## src/rtl/reg_file_dual_read.sv

```systemverilog
// rtl/reg_file_dual_read.sv - register file with two registered read ports, byte-enabled write, forwarding and clear sweep
module reg_file_dual_read #(
    parameter int width          = 32,
    parameter int widthad        = 5,
    parameter int zero_reg       = 1,
    parameter int clear_on_reset = 1
) (
    input  logic                 clk,
    input  logic                 reset,
    output logic                 ready,
    input  logic                 rd_en,
    input  logic [widthad-1:0]   address_a,
    output logic [width-1:0]     q_a,
    input  logic [widthad-1:0]   address_b,
    output logic [width-1:0]     q_b,
    input  logic [widthad-1:0]   address_w,
    input  logic                 wren_w,
    input  logic [width/8-1:0]   byteena_w,
    input  logic [width-1:0]     data_w
);

    localparam int depth  = 1 << widthad;
    localparam int nbytes = width / 8;
    localparam logic [widthad:0] last_idx = (widthad + 1)'(depth - 1);

    typedef enum logic {CLEAR, RUN} state_t;

    state_t             state, state_n;
    logic [widthad:0]   counter;
    logic               clr_we;
    logic               wr_eff;
    logic [width-1:0]   merged;
    logic [width-1:0]   rdata_a, rdata_b;
    logic [width-1:0]   mem [depth];

    always_ff @(posedge clk or posedge reset) begin
        if (reset) begin
            state <= CLEAR;
        end else begin
            state <= state_n;
        end
    end

    always_comb begin
        state_n = state;
        clr_we  = 1'b0;
        case (state)
            CLEAR: begin
                if (clear_on_reset != 0) begin
                    clr_we = 1'b1;
                    if (counter == last_idx) begin
                        state_n = RUN;
                    end
                end else begin
                    state_n = RUN;
                end
            end
            RUN:     state_n = RUN;
            default: state_n = CLEAR;
        endcase
    end

    // counter is one bit wider than the address so the sweep never wraps
    always_ff @(posedge clk or posedge reset) begin
        if (reset) begin
            counter <= '0;
            ready   <= 1'b0;
        end else begin
            if (clr_we) begin
                counter <= counter + 1'b1;
            end
            ready <= (state_n == RUN);
        end
    end

    assign wr_eff = (state == RUN) && wren_w && !((zero_reg != 0) && (address_w == '0));

    always_comb begin
        merged = mem[address_w];
        for (int i = 0; i < nbytes; i++) begin
            if (byteena_w[i]) begin
                merged[8*i +: 8] = data_w[8*i +: 8];
            end
        end
    end

    always_ff @(posedge clk) begin
        if (clr_we) begin
            mem[counter[widthad-1:0]] <= '0;
        end else if (wr_eff) begin
            mem[address_w] <= merged;
        end
    end

    always_comb begin
        rdata_a = mem[address_a];
        if ((zero_reg != 0) && (address_a == '0)) begin
            rdata_a = '0;
        end else if (wr_eff && (address_w == address_a)) begin
            rdata_a = merged;
        end
    end

    always_comb begin
        rdata_b = mem[address_b];
        if ((zero_reg != 0) && (address_b == '0)) begin
            rdata_b = '0;
        end else if (wr_eff && (address_w == address_b)) begin
            rdata_b = merged;
        end
    end

    always_ff @(posedge clk or posedge reset) begin
        if (reset) begin
            q_a <= '0;
            q_b <= '0;
        end else if (state == CLEAR) begin
            q_a <= '0;
            q_b <= '0;
        end else if (rd_en) begin
            q_a <= rdata_a;
            q_b <= rdata_b;
        end
    end

endmodule

```

## config.mk

```make
export PLATFORM = sky130hd
export DESIGN_NAME = reg_file_dual_read
export DESIGN_NICKNAME = d
export VERILOG_FILES = /design/src/rtl/reg_file_dual_read.sv
export SDC_FILE = /design/constraint.sdc
export NUM_CORES = 2
export LEC_CHECK = 0
export CAP_MARGIN = 20
export CORE_AREA = 4 4 333 335
export CTS_CLUSTER_DIAMETER = 200
export DETAILED_ROUTE_END_ITERATION = 7
export DIE_AREA = 0 0 337 339
export GPL_ROUTABILITY_DRIVEN = 0
export PLACE_DENSITY = 0.77
export REMOVE_ABC_BUFFERS = 1
export SLEW_MARGIN = 25
export SYNTH_ARGS = -nofsm -noshare
export SYNTH_HDL_FRONTEND = slang
export SYNTH_SLANG_ARGS = --single-unit
```

## constraint.sdc

```tcl
create_clock -name clk -period 3.4 [get_ports clk]
set_input_delay 0.68 -clock clk [delete_from_list [all_inputs] [get_ports clk]]
set_output_delay 0.68 -clock clk [all_outputs]
set_load 0.005 [all_outputs]
```

==> results.sh <==
export IMPL_cts_hold_fix_buffers=0
export IMPL_setup_viol=0
export IMPL_synth_seq_cells=1095
export IMPL_p_comb_share_pct=13.2
export IMPL_p_leak_nw=22.5
export IMPL_synth_top_cell_by_area="edfxtp_1"
export IMPL_max_cap_violations=0
export IMPL_overflow=0
export IMPL_critPathMaxFanout=10
export IMPL_final_net_count=3542
export IMPL_cts_buffers=109
export IMPL_grtUsageTotal_pct=37.7
export IMPL_grt_pass1_vias=41400
export IMPL_syn_cell_area_sq_um=58800
export IMPL_max_slew_worst_pin_slew_ps=896
export IMPL_clk_path_buf_depth=3
export IMPL_synthArstFlopShare_pct=6.48
export IMPL_core_sq_um=108000
export IMPL_power_w=0.0327
export IMPL_final_layout_size_suffix_gt1_share_pct=42.4
export IMPL_synth_cells=3166
export IMPL_power_density_nw_per_um2=472
export IMPL_die_w_um=337
export IMPL_fin_worst_skew_ps=43.4
export IMPL_synth_seq_area_share_pct=55.3
export IMPL_cts_tree="done"
export IMPL_p_int_w=0.0247
export IMPL_ys_types=72
export IMPL_layout_common_cells="1024 x edfxtp_1, 779 x mux4_2, 260 x buf_4"
export IMPL_initialDrtViolationCount=7229
export IMPL_grt_met1_usage_pct=46.5
export IMPL_status="finished, final reports clean"
export IMPL_final_common_cell="edfxtp_1"
export IMPL_final_min_clock_period_ps=2900
export IMPL_post_cts_resized=0
export IMPL_avgSynthCellArea_sq_um=18.6
export IMPL_cts_clk_slew_worst_paths_ps=70
export IMPL_ys_warn_count=0
export IMPL_htreeDepth=3
export IMPL_clkPwrFrac_pct=40.1
export IMPL_use_met3_pct=16.0
export IMPL_hold_viol_final=0
export IMPL_clock_fmax_ghz=0.345
export IMPL_net_switching_power_w=0.00796
export IMPL_r2r_start="ready"
export IMPL_clkLatencyLatePin_ps=730
export IMPL_ir_worst_vdd_uv=420
export IMPL_gr_usage_met2_pct=54.0
export IMPL_switching_share_pct=24.4
export IMPL_max_slew_margin_rel_pct=40.3
export IMPL_ios=120
export IMPL_synth_top_cell_area_share_pct=52.3
export IMPL_drc=0
export IMPL_totalWireLength_um=214000
export IMPL_synth_edf_count=1024
export IMPL_floorplan_initialDensity_pct=54.4
export IMPL_grt_first_pass_wirelength_um=304000
export IMPL_crit_required_ps=3930
export IMPL_grt_max_degree=67
export IMPL_ys_top_cells_by_area="edfxtp_1 52%, mux4_2 30%, dfrtp_1 3.0%"
export IMPL_timing_hold_ws_ps=422
export IMPL_synthFlopType="edfxtp_1"
export IMPL_viasPerCell=8.10
export IMPL_arrival_ps=3430
export IMPL_grt_busiest_layer="met2"
export IMPL_fin_tns_setup_ps=0
export IMPL_die_area_sq_um=114000
export IMPL_cts_sink_count=1095
export IMPL_drtPass1Iterations=6
export IMPL_rows=121
export IMPL_crit_path_end_kind="register"
export IMPL_post_cts_buffers=0
export IMPL_post_route_period_util_pct=85.2
export IMPL_area_delta_synth_final_pct=17.9
export IMPL_report_final_slew_viol_count=0
export IMPL_dp_hpwl_um=138000
export IMPL_path_class="primary input to register"
export IMPL_drt_wirelength_per_cell_um=42.8
export IMPL_portBuffers=119
export IMPL_postRouteAntennaNets=0
export IMPL_hold_path_class="primary input to async pin"
export IMPL_grt_antenna_before_repair=9
export IMPL_cp_start_kind="primary input"
export IMPL_vias=40600
export IMPL_cp_startpoint="wren_w"
export IMPL_die_y_um=339
export IMPL_pwr_share_seq_pct=46.7
export IMPL_rsz0062_at_grt="no"
export IMPL_root_buffer="clkbuf_16"
## stage by stage
| stage | utilization, % | area [sq um] | std cells | worst slack, ps |
|---|---|---|---|---|
| after floorplan | - | 57500 | 2869 | -1180 |
| after global placement | 60.5 | 65400 | 4789 | -18.7 |
| after detailed placement | 60.5 | 65400 | 4789 | -92.0 |
| after CTS | 64.1 | 69300 | 4994 | 628 |
| after global routing | 64.1 | 69300 | 4996 | 515 |
| final | 64.2 | 69400 | 5008 | 502 |
## cells by family (layout without fill, tap and decap cells)
logic type / Yosys count / after routing / share of synthesized area (%)
flip-flops: 1095 / 1095 / 55.3
multiplexers: 978 / 978 / 33.4
AO/OA/AOI/OAI: 422 / 422 / 5.76
AND/OR/NAND/NOR: 350 / 350 / 2.96
buffers and inverters: 305 / 719 / 2.37
XOR/XNOR: 15 / 15 / 0.223
adder cells (fa/ha/maj): 1 / 1 / 0.0213
other: 0 / 14 / 0
## flip-flops by register name, summed over array words and instances, names as in the netlist
name,flops
q_b,32
mem,1024
ready,1
counter,6
q_a,32
## power by group through the flow
| stage | Sequential [W] | Clock, W | Combinational [W] |
|---|---|---|---|
| floorplan | 0.0155 | 0 | 0.00189 |
| global placement | 0.0155 | 0 | 0.00406 |
| detailed placement | 0.0156 | 0 | 0.00416 |
| CTS | 0.0153 | 0.0131 | 0.00418 |
| global route | 0.0153 | 0.0138 | 0.00443 |
| finish | 0.0153 | 0.0131 | 0.00431 |
## final cells by class
class / instances / area (sq um)
clock inverters: 78 / 1030
diodes: 14 / 35.0
multi-input cells: 1766 / 25300
fillers: 6973 / 38700
clock buffers: 127 / 2860
flip-flops and latches: 1095 / 32500
repair buffers: 506 / 5760
well taps: 1414 / 1770
inverters: 8 / 32.5
## worst max-delay path, cell delays in order
cell             delay (ps)
clkdlybuf4s50_1         480
and2_1                  310
o41ai_4                 170
buf_4                   190
buf_4                   170
or4_1                   570
buf_4                   270
o211ai_1                590
## Yosys cell counts, drive strengths merged (12+ instances only)
library cell  count
a211o            19
a211oi           28
a21oi            16
a221oi           26
a22o             14
a22oi            63
a31oi            17
a32oi            14
and2             12
buf             164
clkbuf          133
dfrtp            71
edfxtp         1024
mux2             56
mux2i           143
mux4            779
nand2            82
nand3            58
nor2             72
nor2b            55
nor3             25
o211ai           22
o21ai            30
o221ai           30
o22ai            44
o31ai            24
xnor2            14
## final timing paths
| path | endpoint | slack, ps | cells after the start |
|---|---|---|---|
| worst max-delay path | q_b[31] | 500 | 8 |
| worst min-delay path | q_a[29] | 420 | 2 |
| worst max register to register | q_b[31] | 600 | 7 |
| worst min register to register | counter[5] | 520 | 1 |
| max in group asynchronous | q_b[10] | 2140 | 3 |
| min in group clk | counter[5] | 520 | 1 |
## routing by layer
metal  wire [um]  vias to the layer above  share of wire [%]
li1            -                    14700                  -
met1       63800                    20200                 30
met2       92600                     4480                 43
met3       38300                     1222                 18
met4       19400                        6                9.1
met5          43                        -              0.020
(Power assumes the default switching activity.)
